==> config.mk <==
export PLATFORM = sky130hd
export DESIGN_NAME = pipe_skid_stage
export DESIGN_NICKNAME = d
export VERILOG_FILES = /design/src/rtl/pipe_skid_stage.sv
export SDC_FILE = /design/constraint.sdc
export NUM_CORES = 1
export LEC_CHECK = 0
export ABC_AREA = 1
export CAP_MARGIN = 40
export CORE_UTILIZATION = 35
export CTS_CLUSTER_DIAMETER = 80
export DETAILED_ROUTE_END_ITERATION = 7
export GPL_TIMING_DRIVEN = 0
export PLACE_DENSITY_LB_ADDON = 0.15
export SYNTH_ARGS = -nofsm -noshare
export SYNTH_HDL_FRONTEND = slang
export SYNTH_SLANG_ARGS = --single-unit
==> constraint.sdc <==
create_clock -name clk -period 3.2 [get_ports clk]
set_clock_uncertainty 0.15 [all_clocks]
set_input_delay 0.48 -clock clk [delete_from_list [all_inputs] [get_ports clk]]
set_output_delay 0.48 -clock clk [all_outputs]
set_load 0.05 [all_outputs]
==> src/rtl/pipe_skid_stage.sv <==
// pipe_skid_stage: valid/ready pipeline stage with optional two-entry skid buffer and bubble control masking
module pipe_skid_stage #(
  parameter int WIDTH = 174,
  parameter int CTRLW = 4,
  parameter int SKID  = 1
) (
  input  logic             clk,
  input  logic             reset,
  input  logic             flush,
  input  logic             in_valid,
  output logic             in_ready,
  input  logic [WIDTH-1:0] in_data,
  output logic             out_valid,
  input  logic             out_ready,
  output logic [WIDTH-1:0] out_data,
  output logic [1:0]       occ
);
  localparam logic [WIDTH-1:0] CMASK = ~({WIDTH{1'b1}} >> CTRLW);
  logic             main_v_q, main_v_d, skid_v_q, skid_v_d;
  logic [WIDTH-1:0] main_q, main_d, skid_q, skid_d;
  logic             in_fire, out_fire;
  assign in_ready  = (SKID != 0) ? ~skid_v_q : (~main_v_q | out_ready);
  assign out_valid = main_v_q;
  assign in_fire   = in_valid & in_ready;
  assign out_fire  = main_v_q & out_ready;
  assign occ       = {1'b0, main_v_q} + {1'b0, skid_v_q};
  assign out_data  = out_valid ? main_q : (main_q & ~CMASK);
  // next state: pop first (skid refills main), then place any accepted payload in the first free slot
  always_comb begin
    main_v_d = main_v_q;
    skid_v_d = skid_v_q;
    main_d   = main_q;
    skid_d   = skid_q;
    if (out_fire && skid_v_q) begin
      main_d   = skid_q;
      skid_v_d = 1'b0;
    end else if (out_fire) begin
      main_v_d = 1'b0;
    end
    if (in_fire && !main_v_d) begin
      main_v_d = 1'b1;
      main_d   = in_data;
    end else if (in_fire && SKID != 0) begin
      skid_v_d = 1'b1;
      skid_d   = in_data;
    end
    if (flush) begin
      main_v_d = 1'b0;
      skid_v_d = 1'b0;
    end
  end
  // state registers; reset clears valids and payload storage ahead of everything else
  always_ff @(posedge clk) begin
    if (reset) begin
      main_v_q <= 1'b0;
      skid_v_q <= 1'b0;
      main_q   <= '0;
      skid_q   <= '0;
    end else begin
      main_v_q <= main_v_d;
      skid_v_q <= skid_v_d;
      main_q   <= main_d;
      skid_q   <= skid_d;
    end
  end
endmodule

==> reports/results.ini, run 1 <==
[sta]
slew_headroom_pct = 45.5
hold_viol = 0
fmax_ghz = 0.321
tightest_slew_ps = 817
holdWs_ps = 316
fin_ws_ps = 84.0
rsz0062_at_grt = false
fin_crit_ps = 3120
post-route-period-util_pct = 97.4
setup_viol = 0
maxSlewViolCount = 0
fin_tns_setup_ps = 0

[floorplan]
rows = 81
die_y_um = 225
design.core.area_um2 = 49000
die_w_um = 225
io_pins = 357
start_util_pct = 35.6
dieArea_um2 = 50600

[yosys]
yosys_register_bits = 350
avgSynthCellArea_um2 = 6.92
yosysWarnings = 0
synth_top_area_share_pct = 40.3
syn_nets = 2694
synthTopCellsByArea = dfxtp_1, nand2_1, nand3_1, a21oi_1, buf_4
synthCells = 2514
yosysTopAreaCell = dfxtp_1
netlist_area_um2 = 17400
seq_area_frac_synth_pct = 40.3
ys_types = 20

[clocking]
cts_tree = yes
postCtsHoldBufs = 0
cts.clk_slew.worst_paths_ps = 60
cts_made_buffers = 42
clockBufferDepth = 3
clk_latency_ps = 570
cts-root-buf = clkbuf_16
cts.sinks = 350
htree_levels = 2

[worst_setup_path]
cp.required_ps = 2570
crit_family = buffers and inverters
startpoint_type = flop
worst-path-max-fanout = 10
cpMostUsedCell = buf_2
cpPeakStageDelay_ps = 520
cpMaxStageDelayCell = dlygate4sd2_1
critPathKind = flop to output port
arrival_ps = 2490
crit_buf_inv = 5
critPathCaptureType = output port
path_cells = buf_4, buf_2, buf_2, nand2_1, inv_1, dlygate4sd2_1

[detailed_routing]
drc = 0
met1Wirelength_mm = 26.7
drt_iter0_markers = 1254
dr.pass1.iters = 5
vias = 17900
ant_nets = 0
wl_mm = 59.1
wl_per_cell_um = 16.4
vias_per_cell = 4.96
maxUsedRoutingLayer = met5
wl_met3_mm = 3.42
wl_met2_mm = 27.0

[run_status]
status = finished, final reports clean

[run]
maxCapViolCount = 0

[placement]
place_worst_setup_slack_ps = 430
port_buffers = 355
place_hpwl_mm = 43.7
place.gp.congestion = 0.850

[cells_and_area]
final_nets = 3095
utilization_pct = 47.3
syn2layout_area_growth_pct = 33.1
layout-drive-gt1-share_pct = 13.1

[hold_path]
hold_path_class = flop to flop

[global_routing]
overflow = 0
grt_start_max_net_pins = 13
grt_pass1_wl_mm = 91.2
grt_pass1_vias = 16800
grt_usage_pct = 22.9
antenna_found_initial = 9

[power]
ir_worst_vdd_uv = 318
power.leakage_nw = 9.85
powerDensity_nw_per_um2 = 511

==> metal layers <==
layer | vias to the layer above | GRT usage (%)
met2 | 553 | 36.9
met1 | 8354 | 30.7
met3 | 107 | 3.40
li1 | 8906 | -
met4 | 8 | 8.49
met5 | - | 0
==> worst register-to-register path: stages, from the launching register on <==
cell	delay, ps
dfxtp_1	350
buf_4	200
nand3_1	250
buf_2	470
buf_2	320
nand3_1	110
a21oi_1	160
==> timing repair <==
item / CTS / global route
gates resized for setup: 4 / 0
setup buffers: 0 / 0
endpoints found under the hold margin: 0 / 0
endpoints found under the setup margin: 4 / 0
==> area by class of cell <==
cell class              instances  area, µm²
flip-flops and latches        350       7010
diodes                          1       2.50
plain buffers                 401       2430
clock inverters                12       83.8
fillers                      5029      25800
inverters                     181        682
repair buffers                357       3570
multi-input cells            1582       7280
well taps                     664        831
clock buffers                  64       1260
==> where the power goes <==
group / internal (W) / leakage (nW) / switching [W]
Combinational: 0.000978 / 6.32 / 0.00152
Sequential: 0.00457 / 2.86 / 0.000116
Clock: 0.00272 / 0.665 / 0.00193
Total: 0.00828 / 9.85 / 0.00357
==> sequential cells by signal, summed over array words and instances, names as in the netlist <==
| register | cells |
|---|---|
| out_valid | 1 |
| skid_v_q | 1 |
| main_q | 174 |
| skid_q | 174 |
==> through the flow <==
step                      cells  power (W)  area, µm²
after floorplan            2514    0.00636      17400
after global placement     3533    0.00726      21800
after detailed placement   3535    0.00728      21800
after CTS                  3611     0.0120      23200
after global routing       3612     0.0123      23200
final                      3612     0.0118      23200
==> path summary, 6_finish.rpt <==
| check | from | depth (start not counted) | slack (ps) | endpoint |
|---|---|---|---|---|
| setup / recovery | out_valid$_SDFF_PP0_ | 6 | 80 | out_data[172] |
| setup reg to reg | out_valid$_SDFF_PP0_ | 6 | 1100 | main_q[77]$_SDFFE_PP0P_ |
| hold reg to reg | skid_q[111]$_SDFFE_PP0P_ | 2 | 320 | skid_q[111]$_SDFFE_PP0P_ |
| hold / removal | skid_q[111]$_SDFFE_PP0P_ | 2 | 320 | skid_q[111]$_SDFFE_PP0P_ |
==> logic make-up (layout without fill, tap and decap cells) <==
| kind of cell | count (synthesis) | after routing | synth area share (%) |
|---|---|---|---|
| adders and majority gates | 1 | 1 | 0.0719 |
| other | 0 | 1 | 0 |
| AOI/OAI and AO/OA | 350 | 350 | 10.1 |
| buffers and inverters | 582 | 1015 | 17.9 |
| and+or+nand+nor | 1231 | 1231 | 31.7 |
| DFF | 350 | 350 | 40.3 |
==> synth_stat cells <==
master / instances
nand2_1: 701
dfxtp_1: 350
nand3_1: 349
a21oi_1: 348
buf_4: 182
inv_1: 178
nand4_1: 174
buf_2: 113
clkbuf_1: 84
buf_6: 14
buf_1: 8
nand2_2: 3
inv_2: 2
nor2_1: 2
a21boi_0: 1
ha_1: 1
inv_4: 1
nand2_4: 1
nand3_2: 1
o21ai_0: 1
==> cell usage in the layout (no fill, tap or decap) <==
cell / count
a21boi_0: 1
a21oi_1: 348
buf_1: 8
buf_2: 113
buf_4: 182
buf_6: 15
buf_8: 1
clkbuf_1: 93
clkbuf_16: 42
clkbuf_8: 13
clkdlybuf4s50_1: 351
clkinv_2: 7
clkinv_8: 1
clkinvlp_4: 2
dfxtp_1: 350
diode_2: 1
dlygate4sd2_1: 4
ha_1: 1
inv_1: 178
inv_2: 2
inv_4: 1
inv_6: 2
nand2_1: 701
nand2_2: 3
nand2_4: 1
nand3_1: 349
nand3_2: 1
nand4_1: 174
nor2_1: 2
o21ai_0: 1
Note: power is estimated with default switching activity, not from simulation.
==> run 2: changes to the inputs <==
Clock period 3.2 ns to 3.52 ns, I/O delays scaled along.
==> run 2 against run 1 <==
Net effect:
- global-route usage about the same
- cell area barely moved
- utilization hardly changed
- clock-buffer cell count stayed put
- sequential cell count stayed put
- sequential power fell by 9.2%
- sequential share of layout area about the same
- via count increased by 0.20%
- combinational power decreased by 9.2%
- critical path depth unchanged
- power decreased by 9.1%
- critical endpoint is now out_data[173]
- largest power group unchanged
- highest routed layer unchanged
==> reports/results.ini, run 2 (synthesized netlist as in run 1, its figures left out) <==
[run_status]
status = finished, final reports clean

[clocking]
cts-root-buf = clkbuf_16
clockBufferDepth = 3
cts_tree = yes
cts.sinks = 350
clk_latency_ps = 570
cts_made_buffers = 42
cts.clk_slew.worst_paths_ps = 60
htree_levels = 2

[global_routing]
use_met1_pct = 30.7
antenna_found_initial = 9
grt_pass1_vias = 16800
grt_usage_pct = 22.9
grtUsageMet3_pct = 3.40
overflow = 0
grt_pass1_wl_mm = 91.2
met2_usage_pct = 36.9
grt_start_max_net_pins = 13
busiest_layer = met2

[cells_and_area]
layout-drive-gt1-share_pct = 13.1
multiInputGateArea_um2 = 7280
fill_cells = 5028
final_cell_mix = nand2_1, clkdlybuf4s50_1, dfxtp_1
final_nets = 3095
seqCellArea_um2 = 7010
top_regs = main_q x174, skid_q x174
layout_commonest_cell = nand2_1
syn2layout_area_growth_pct = 33.1

[floorplan]
rows = 81
start_util_pct = 35.6
die_y_um = 225
io_pins = 357
design.core.area_um2 = 49000
dieArea_um2 = 50600
die_w_um = 225

[sta]
fmax_ghz = 0.293
fin_crit_ps = 3410
tightest_slew_ps = 816
setup_viol = 0
holdWs_ps = 316
slew_headroom_pct = 45.6
maxSlewViolCount = 0
rsz0062_at_grt = false
fin_tns_setup_ps = 0
post-route-period-util_pct = 96.9
hold_viol = 0

[detailed_routing]
dr.pass1.iters = 5
wl_mm = 59.1
vias = 18000
vias_per_cell = 4.97
wl_per_cell_um = 16.4
drc = 0
drt_iter0_markers = 1254
ant_nets = 0

[power]
power.leakage_nw = 9.85
ir_worst_vdd_uv = 290
powerDensity_nw_per_um2 = 465

[placement]
place.gp.congestion = 0.850
place_hpwl_mm = 43.7
port_buffers = 355

[worst_setup_path]
cpPeakStageDelay_ps = 800
path_cells = buf_4, buf_2, buf_2, nand2_1, inv_1, clkdlybuf4s50_1
startpoint_type = flop
critPathCaptureType = output port
crit_buf_inv = 5
cpMaxStageDelayCell = clkdlybuf4s50_1
crit_family = buffers and inverters
critPathKind = flop to output port
arrival_ps = 2730
cpMostUsedCell = buf_2
worst-path-max-fanout = 10
cp.required_ps = 2840

[hold_path]
hold_path_class = flop to flop

[run]
maxCapViolCount = 0

run 2: cell types whose count changed in the layout (fill, tap and decap cells not counted):
cell and change:
clkdlybuf4s50_1 +3, dlymetal6s2s_1 +1, dlygate4sd2_1 -4
run 2: power by group:
group | switching [W] | leakage [nW] | internal [W] | total (W)
registers | 0.000105 | 2.86 | 0.00416 | 0.00426
clock network | 0.00176 | 0.665 | 0.00248 | 0.00423
logic | 0.00138 | 6.32 | 0.000890 | 0.00227
run 2: area by class of cell:
| class | instances | share of cell area [%] |
|---|---|---|
| Inverter | 181 | 2.94 |
| Antenna cell | 1 | 0.0108 |
| Clock inverter | 12 | 0.362 |
| Clock buffer | 64 | 5.45 |
| Multi-Input combinational cell | 1582 | 31.4 |
| Buffer | 401 | 10.5 |
| Timing Repair Buffer | 357 | 15.5 |
| Tap cell | 664 | 3.59 |
| Sequential cell | 350 | 30.2 |
run 2: path summary, 6_finish.rpt:
kind	to	from	slack, ps	depth (start not counted)
worst max register to register	main_q[77]$_SDFFE_PP0P_	out_valid$_SDFF_PP0_	1420	6
worst min-delay path	skid_q[111]$_SDFFE_PP0P_	skid_q[111]$_SDFFE_PP0P_	320	2
worst min register to register	skid_q[111]$_SDFFE_PP0P_	skid_q[111]$_SDFFE_PP0P_	320	2
worst max-delay path	out_data[173]	out_valid$_SDFF_PP0_	110	6
run 2: worst min-delay path, delay by kind of cell (launching register included):
family / cells / cell delay (ps)
flip-flops: 1 / 310
AND/OR/NAND/NOR: 1 / 60
AO/OA/AOI/OAI: 1 / 50
run 2: stage by stage:
step	util, %	power (W)	cell area (µm²)	setup slack, ps	cells
final	47.3	0.0108	23200	108	3612
after detailed placement	44.6	0.00662	21800	702	3535
after CTS	47.3	0.0109	23200	64.0	3611
after floorplan	-	0.00578	17400	1220	2514
after global placement	44.5	0.00660	21800	661	3533
after global routing	47.3	0.0112	23200	3.92	3612
run 2: layer usage:
| metal | up-vias | routed length, µm |
|---|---|---|
| met1 | 8381 | 26800 |
| met2 | 559 | 27100 |
| met3 | 109 | 3350 |
| met5 | - | 54 |
| li1 | 8907 | - |
| met4 | 8 | 1870 |
run 2: repair_timing:
| action | in CTS | in global routing |
|---|---|---|
| gates resized for setup | 0 | 1 |
| endpoints found under the setup margin | 0 | 1 |
| setup buffers | 0 | 0 |
| hold buffers | 0 | 0 |
